[src/rtl/mlaccel_pkg.sv]
// Shared types for the main-memory arbiter: FSM states, read-tag owner and tag layout.
package mlaccel_pkg;

  localparam int DEF_ADDR_W = 16;
  localparam int DEF_DATA_W = 16;

  typedef enum logic [1:0] {
    LAST_HOST = 2'd0,
    LAST_COMP = 2'd1,
    LOCKED    = 2'd2
  } arb_state_e;

  typedef enum logic {
    OWN_HOST = 1'b0,
    OWN_COMP = 1'b1
  } owner_e;

  typedef struct packed {
    logic   valid;
    owner_e owner;
  } tag_t;

endpackage

[src/rtl/mlaccel_memarb_tagpipe.sv]
// Shift register of {valid, owner} read tags, MEM_LAT+1 stages deep, steering rvalid.
module mlaccel_memarb_tagpipe
  import mlaccel_pkg::*;
#(
  parameter int MEM_LAT = 1
) (
  input  logic i_clk,
  input  logic i_rst_n,
  input  logic i_push,
  input  logic i_owner,
  output logic o_host_rvalid,
  output logic o_comp_rvalid,
  output logic o_host_pending
);

  tag_t r_tag [MEM_LAT+1];

  always_ff @(posedge i_clk or negedge i_rst_n) begin
    if (!i_rst_n) begin
      for (int unsigned i = 0; i <= MEM_LAT; i++) begin
        r_tag[i] <= '0;
      end
    end else begin
      r_tag[0] <= '{valid: i_push, owner: owner_e'(i_owner)};
      for (int unsigned i = 1; i <= MEM_LAT; i++) begin
        r_tag[i] <= r_tag[i-1];
      end
    end
  end

  assign o_host_rvalid = r_tag[MEM_LAT].valid && (r_tag[MEM_LAT].owner == OWN_HOST);
  assign o_comp_rvalid = r_tag[MEM_LAT].valid && (r_tag[MEM_LAT].owner == OWN_COMP);

  // Host reads count as in flight from the accept edge until their rvalid cycle ends.
  always_comb begin
    o_host_pending = 1'b0;
    for (int unsigned i = 0; i <= MEM_LAT; i++) begin
      if (r_tag[i].valid && (r_tag[i].owner == OWN_HOST)) begin
        o_host_pending = 1'b1;
      end
    end
  end

endmodule

[src/rtl/mlaccel_memarb.sv]
// Host/compute arbiter for the single-port main memory with registered memory outputs.
// Optional lock-duration limit enabled by defining MEMARB_LOCK_LIMIT_EN.
module mlaccel_memarb
  import mlaccel_pkg::*;
#(
  parameter int ADDR_W   = DEF_ADDR_W,
  parameter int DATA_W   = DEF_DATA_W,
  parameter int MEM_LAT  = 1,
  parameter int MAX_LOCK = 64
) (
  input  logic              clock,
  input  logic              resetn,
  input  logic              host_valid,
  output logic              host_ready,
  input  logic              host_we,
  input  logic [ADDR_W-1:0] host_addr,
  input  logic [DATA_W-1:0] host_wdata,
  output logic              host_rvalid,
  output logic [DATA_W-1:0] host_rdata,
  input  logic              comp_valid,
  output logic              comp_ready,
  input  logic              comp_we,
  input  logic [ADDR_W-1:0] comp_addr,
  input  logic [DATA_W-1:0] comp_wdata,
  output logic              comp_rvalid,
  output logic [DATA_W-1:0] comp_rdata,
  input  logic              comp_lock,
  output logic              mem_en,
  output logic              mem_we,
  output logic [ADDR_W-1:0] mem_addr,
  output logic [DATA_W-1:0] mem_wdata,
  input  logic [DATA_W-1:0] mem_rdata,
  output logic              busy
);

  arb_state_e        r_state;
  arb_state_e        w_next;
  logic              w_host_ready;
  logic              w_comp_ready;
  logic              w_host_acc;
  logic              w_comp_acc;
  logic              w_lim_hit;
  logic              w_release;
  logic              w_host_pending;
  logic              r_mem_en;
  logic              r_mem_we;
  logic [ADDR_W-1:0] r_mem_addr;
  logic [DATA_W-1:0] r_mem_wdata;

`ifdef MEMARB_LOCK_LIMIT_EN
  localparam int CNT_W = $clog2(MAX_LOCK + 1);
  localparam logic [CNT_W:0] LOCK_LIM = (CNT_W+1)'(MAX_LOCK);
  localparam logic [CNT_W:0] CNT_ONE  = (CNT_W+1)'(1);

  logic [CNT_W:0] r_lock_cnt;
  logic [CNT_W:0] w_cnt_inc;

  // The lock-entering beat is counted, so MAX_LOCK bounds the whole locked burst.
  assign w_cnt_inc = ((r_state == LOCKED) ? r_lock_cnt : '0) + CNT_ONE;
  assign w_lim_hit = (w_cnt_inc >= LOCK_LIM) && host_valid;
  assign w_release = (r_state == LOCKED) && (r_lock_cnt >= LOCK_LIM) && host_valid;

  always_ff @(posedge clock or negedge resetn) begin
    if (!resetn) begin
      r_lock_cnt <= '0;
    end else if (w_next != LOCKED) begin
      r_lock_cnt <= '0;
    end else if (w_comp_acc && comp_lock) begin
      r_lock_cnt <= (w_cnt_inc >= LOCK_LIM) ? LOCK_LIM : w_cnt_inc;
    end
  end
`else
  // Lock is unbounded; MAX_LOCK only keeps its place in the parameter list.
  assign w_lim_hit = 1'b0;
  assign w_release = (MAX_LOCK < 0);
`endif

  always_ff @(posedge clock or negedge resetn) begin
    if (!resetn) begin
      r_state <= LAST_HOST;
    end else begin
      r_state <= w_next;
    end
  end

  always_comb begin
    w_next = r_state;
    if (w_host_acc) begin
      w_next = LAST_HOST;
    end else if (w_comp_acc) begin
      if (comp_lock && !w_lim_hit) begin
        w_next = LOCKED;
      end else begin
        w_next = LAST_COMP;
      end
    end else if ((r_state == LOCKED) && !comp_valid && !comp_lock) begin
      w_next = LAST_COMP;
    end
  end

  // Round-robin: on contention the requester that did not win last is served.
  always_comb begin
    w_host_ready = 1'b0;
    w_comp_ready = 1'b0;
    if ((r_state == LOCKED) && !w_release) begin
      w_comp_ready = comp_valid;
    end else if (host_valid && comp_valid) begin
      if (r_state == LAST_HOST) begin
        w_comp_ready = 1'b1;
      end else begin
        w_host_ready = 1'b1;
      end
    end else begin
      w_host_ready = host_valid;
      w_comp_ready = comp_valid;
    end
  end

  assign w_host_acc = host_valid && w_host_ready;
  assign w_comp_acc = comp_valid && w_comp_ready;

  always_ff @(posedge clock or negedge resetn) begin
    if (!resetn) begin
      r_mem_en    <= 1'b0;
      r_mem_we    <= 1'b0;
      r_mem_addr  <= '0;
      r_mem_wdata <= '0;
    end else begin
      r_mem_en <= w_host_acc || w_comp_acc;
      if (w_host_acc) begin
        r_mem_we    <= host_we;
        r_mem_addr  <= host_addr;
        r_mem_wdata <= host_wdata;
      end else if (w_comp_acc) begin
        r_mem_we    <= comp_we;
        r_mem_addr  <= comp_addr;
        r_mem_wdata <= comp_wdata;
      end else begin
        r_mem_we <= 1'b0;
      end
    end
  end

  mlaccel_memarb_tagpipe #(
    .MEM_LAT (MEM_LAT)
  ) u_tagpipe (
    .i_clk          (clock),
    .i_rst_n        (resetn),
    .i_push         ((w_host_acc && !host_we) || (w_comp_acc && !comp_we)),
    .i_owner        (w_host_acc ? OWN_HOST : OWN_COMP),
    .o_host_rvalid  (host_rvalid),
    .o_comp_rvalid  (comp_rvalid),
    .o_host_pending (w_host_pending)
  );

  assign host_ready = w_host_ready;
  assign comp_ready = w_comp_ready;
  assign mem_en     = r_mem_en;
  assign mem_we     = r_mem_we;
  assign mem_addr   = r_mem_addr;
  assign mem_wdata  = r_mem_wdata;
  assign host_rdata = mem_rdata;
  assign comp_rdata = mem_rdata;
  assign busy       = (host_valid && !w_host_ready) || w_host_pending;

endmodule

[config.mk]
export PLATFORM = sky130hd
export DESIGN_NAME = mlaccel_memarb
export DESIGN_NICKNAME = d
export VERILOG_FILES = /design/src/rtl/mlaccel_pkg.sv /design/src/rtl/mlaccel_memarb_tagpipe.sv /design/src/rtl/mlaccel_memarb.sv
export SDC_FILE = /design/constraint.sdc
export NUM_CORES = 1
export LEC_CHECK = 0
export BUFFER_PORTS_ARGS = -buffer_cell sky130_fd_sc_hd__buf_2
export CAP_MARGIN = 25
export CORE_MARGIN = 1.5
export CORE_UTILIZATION = 37
export CTS_CLUSTER_DIAMETER = 60
export DETAILED_ROUTE_END_ITERATION = 7
export GPL_ROUTABILITY_DRIVEN = 1
export MAX_ROUTING_LAYER = met4
export PLACE_DENSITY = 0.77
export SYNTH_ARGS = -nofsm -noshare
export SYNTH_HDL_FRONTEND = slang
export SYNTH_HIERARCHICAL = 1
export SYNTH_SLANG_ARGS = --single-unit
[constraint.sdc]
create_clock -name clock -period 1.4 [get_ports clock]
set_input_delay 0.21 -clock clock [delete_from_list [all_inputs] [get_ports clock]]
set_output_delay 0.21 -clock clock [all_outputs]
set_load 0.05 [all_outputs]
### After elaboration in Yosys (flattened, before gate mapping)

Index checks and enable logic that the tools add are counted.

* bits in registers: 40
* latch bits: 0
* memory bits (writable): 0
* memory bits (read-only): 0
* bits of input ports: 87
* output and inout port bits: 71
* logic and storage cells: 53
* memories: 0

* $add $sub $neg: 0
* multipliers: 0
* div/mod/pow operators: 0
* magnitude comparators: 0
* eq/ne operators: 1
* shift operators: 0
* mux-type cells: 19
* bitwise operators: 2
* reduce and logical (&&, ||, !) cells: 22

Operators with widths (number)
* $mux 16: 4
* $logic_and 1x1->1: 11
* $mux 1: 11
* $mux 2: 4
* $logic_not 1->1: 5
* $logic_or 1x1->1: 3
* $reduce_bool 3->1: 1
* $eq 2x2->1 const B: 1
* $logic_not 2->1: 1
* $not 1->1: 2
* $reduce_bool 2->1: 1

### Depth between registers and ports, before layout

* depth after elaboration: 7
* gate-level depth with buffers: 6
* mapped depth without buffers: 4

### By module

Netlist, hierarchy kept.

By module, submodules not included
* mlaccel_memarb: times used 1, cells each 156, area an instance 2024.4 um^2, seq. area each 900.9 um^2
* mlaccel_memarb_tagpipe: times used 1, cells each 8, area an instance 132.6 um^2, seq. area each 100.1 um^2

### Least setup slack after synthesis

OpenSTA, ideal clock, no wires.

* path type: reg2reg
* from: register r_state[0]
* to: register r_mem_we, in the netlist mem_we
* arrival: 1.264 ns
* required time: 1.279 ns
* path slack: 0.015 ns
* cell stages (with the launch flop): 5
* path buffers: 1
* cells stage by stage: dfrtp_1 > o21ai_4 > buf_6 > inv_2 > a22o_1

RTL lines
* from (decl): RTL line mlaccel_memarb.sv:36 `arb_state_e r_state;`
* from (signal assigned): RTL line mlaccel_memarb.sv:82 `r_state <= w_next;`
* $logic_not 2->1: RTL line mlaccel_memarb.sv:108 `if (r_state == LAST_HOST) begin`
* $mux 1: RTL line mlaccel_memarb.sv:108
* $mux 1: RTL line mlaccel_memarb.sv:107 `end else if (host_valid && comp_valid) begin`
* $mux 1 *: RTL line mlaccel_memarb.sv:105 `if ((r_state == LOCKED) && !w_release) begin`
* via host_ready: RTL line mlaccel_memarb.sv:14 `output logic host_ready,`
* $logic_and 1x1->1 *: RTL line mlaccel_memarb.sv:119 `assign w_host_acc = host_valid && w_host_ready;`
* $mux 1 *: RTL line mlaccel_memarb.sv:130 `if (w_host_acc) begin`
* to (signal assigned): RTL line mlaccel_memarb.sv:131 `r_mem_we <= host_we;`
* to (signal assigned): RTL line mlaccel_memarb.sv:135 `r_mem_we <= comp_we;`
* to (decl): RTL line mlaccel_memarb.sv:46 `logic r_mem_we;`

The timed path passes the listed nets; every way through them passes the cells marked *.
A chain may end at the register's enable or synchronous reset.

### Worst setup path in the final report

* from: register r_state[1]
* to: output port host_ready

* cells in the longest elaborated chain, start to end: 4

Ends and longest elaborated chain (RTL line)
* $logic_not 2->1: mlaccel_memarb.sv:108
* $mux 1: mlaccel_memarb.sv:108
* $mux 1: mlaccel_memarb.sv:107
* $mux 1 *: mlaccel_memarb.sv:105
* to (decl): mlaccel_memarb.sv:14

Every way passes the cells marked *; elsewhere a longest branch is shown, timed or not.

==> reports/summary.log <==
INFO  run_status     outcome=finished, violations left
INFO  run_status     failed_checks=negative setup slack
INFO  sta            relSlewSlack=0.656
INFO  synthesis      synthDistinctLibCells=19
INFO  detailed_routing detail-route-antenna-nets=0
INFO  detailed_routing drt_pre_antenna_iters=4
INFO  synthesis      ys_warn_count=6
INFO  synthesis      syn-instance-count=164
INFO  synthesis      synth_top_area_frac=0.464
INFO  die            ioPinCount=158
INFO  worst_hold_path hold_path_class=input port to flop
INFO  sta            slew_of_the_pin_with_the_lowest_slew_margin=515ps
INFO  sta            final-hold-violation-count=0
INFO  clocking       h-tree-depth=2
INFO  grt            grt_start_max_net_pins=41
INFO  placement      numPlacedInstances=313
INFO  sta            finalCriticalPeriod=1450ps
INFO  power_and_ir_drop p_leak=1.42nW
INFO  detailed_routing vias=1531
INFO  grt            antenna_found_initial=0
INFO  die            std_cell_rows=27
INFO  clocking       clock_buffers_created_by_tritoncts=5
INFO  detailed_routing drcViolationCount=0
INFO  die            core-area=0.00557sqmm
INFO  grt            first_global_vias=1629
INFO  synthesis      ys_top_cells_by_area=dfrtp_1 (46%), mux2_2 (33%), buf_4 (11%), buf_6 (1.6%), o21ai_4 (0.75%)
INFO  power_and_ir_drop irDropWorstVdd=0.498mV
INFO  cells_and_area diodes=0
INFO  synthesis      syn-num-nets=251
INFO  cells_and_area drive_above_1_share=0.792
INFO  worst_setup_path setup.worst_path.class=flop to output port
INFO  worst_setup_path cp_data_required_time=1190ps
INFO  synthesis      register_bit_count_reported_by_yosys=40
INFO  clocking       cts_tree=done
INFO  clocking       worst_skew_pair.late_latency=280ps
INFO  synthesis      edff_count_synth=0
INFO  synthesis      syn-cell-area=0.00216sqmm
INFO  worst_setup_path worst_setup_path_end_kind=output port
INFO  power_and_ir_drop power_density=1310mW/mm^2
INFO  grt            first_pass_grt_wire_length=6870um
INFO  cells_and_area fin_nets=346
INFO  synthesis      most_frequent_cell_after_synthesis=mux2_2
INFO  clocking       number_of_buffers_on_the_longest_clock_path=2
INFO  sta            fin_skew=1.85ps
INFO  synthesis      netlist_top_cells_count=mux2_2 (64), dfrtp_1 (40), buf_4 (33)
INFO  worst_setup_path cp-start-kind=flop
INFO  clocking       numClockSinks=40
INFO  detailed_routing wl=4620um
INFO  synthesis      postSynth.topFlopCell=dfrtp_1
INFO  grt            remaining_global_route_overflow=0
INFO  cells_and_area finish.cell_count_without_fillers=331
INFO  sta            totalNegativeSetupSlack=-105ps
INFO  synthesis      synth_area_per_cell=13.2squm
INFO  placement      place_hpwl=3380um
INFO  detailed_routing average_vias_per_placed_instance=4.63
INFO  clocking       cts_root_buf=clkbuf_8
INFO  synthesis      asyncSetResetFlopFracSynth=1.00
INFO  placement      gp_congestion=0.708
INFO  sta            grt_setup_unrepaired=yes
INFO  worst_setup_path r2r_slack=0ps
INFO  placement      buffer_ports.inserted=109
INFO  worst_setup_path critPathMaxFanout=4
INFO  cells_and_area flow.area_growth_from_synthesis=32.2%
INFO  sta            setup_violations=2
INFO  sta            fmax=688MHz
INFO  die            fp.dieArea=0.00630sqmm
INFO  die            die-height=79.4um
INFO  job            max_cap_violations=0
INFO  synthesis      ys_seq_area_frac=0.464
INFO  worst_setup_path worstPathArrival=1240ps
INFO  sta            timing_max_transition_violations_final=0
INFO  sta            post-route-period-util=1.04
INFO  sta            post-route-worst-setup-slack=-52.8ps
INFO  placement      place_ws=62.3ps
INFO  grt            grt_util_all_layers=0.147
INFO  die            initial_core_util=0.387
INFO  synthesis      yosysTopAreaCell=dfrtp_1
INFO  clocking       cts.clk_slew.worst_paths=70ps
INFO  cells_and_area final_core_util=0.512
INFO  detailed_routing initialDrtViolationCount=74
INFO  die            fp.dieW=79.4um
INFO  detailed_routing wire_per_inst=14.0um
-- final cells by class --
class	count	area (sq um)
Clock inverter	1	5.00
Clock buffer	6	72.6
Sequential cell	40	1000
Fill cell	514	2720
Timing Repair Buffer	127	793
Multi-Input combinational cell	81	862
Inverter	4	27.5
Tap cell	72	90.1
-- worst paths after layout --
check                                                  start                            to  depth (start not counted)
worst max register to register        r_state[0]$_DFFE_PN0P_      mem_wdata[8]$_DFFE_PN0P_                          4
max in group asynchronous                             resetn        r_state[1]$_DFFE_PN0P_                          3
worst min-delay path                                 comp_we  u_tagpipe/r_tag[3]$_DFF_PN0_                          2
min in group asynchronous                             resetn              mem_en$_DFF_PN0_                          3
worst min register to register  u_tagpipe/r_tag[3]$_DFF_PN0_  u_tagpipe/r_tag[1]$_DFF_PN0_                          0
worst max-delay path                  r_state[1]$_DFFE_PN0P_                    host_ready                          5
-- registers in the layout, summed over array words and instances (netlist names) --
signal	count
mem_we	1
u_tagpipe/r_tag	4
mem_en	1
r_state	2
mem_wdata	16
mem_addr	16
-- through the flow --
stage	instance area [sq um]	power (mW)	hold WS (ps)
floorplan	2160	2.77	-85.6
global placement	2600	2.90	303
detailed placement	2600	2.94	309
CTS	2770	3.74	104
global route	2850	3.94	107
finish	2850	3.74	129
-- power by group --
part	switching, mW	leakage (nW)	internal [mW]
combinational	0.985	0.913	0.613
sequential	0.0884	0.467	1.34
clock	0.372	0.0410	0.339
-- metal layers --
metal	up-vias	global-route usage	wire, um
li1	721	-	-
met1	719	0.130	1670
met2	73	0.278	2490
met3	18	0.0483	357
met4	0	0.0702	112
met5	-	-	0
-- placed cells by master (no fill, tap or decap), types with 2 or more instances in the layout --
cell,count
nand2_4,2
mux2_2,64
clkbuf_8,5
a21o_1,2
buf_12,5
buf_8,2
buf_4,10
buf_2,106
dfrtp_1,40
inv_1,2
buf_6,2
nand2_1,2
-- critical path, stage by stage (launching register included) --
cell	delay (ps)
dfrtp_1	390
nor2_4	180
o21ai_4	80
buf_12	140
clkinv_8	40
buf_12	120
-- logic make-up after synthesis --
kind of cell / share of synthesized area
DFF: 0.464
buffers and inverters: 0.144
and+or+nand+nor: 0.0255
AOI/OAI and AO/OA: 0.0319
muxes: 0.334
-- timing repair --
action / in CTS / in global routing
hold buffers: 1 / 0
endpoints found under the setup margin: 3 / 29
pin swaps: 3 / 3
hold endpoints to repair: 18 / 0
gates cloned: 0 / 1
resized for setup: 14 / 8
setup buffers: 6 / 3
(Power assumes the default switching activity.)
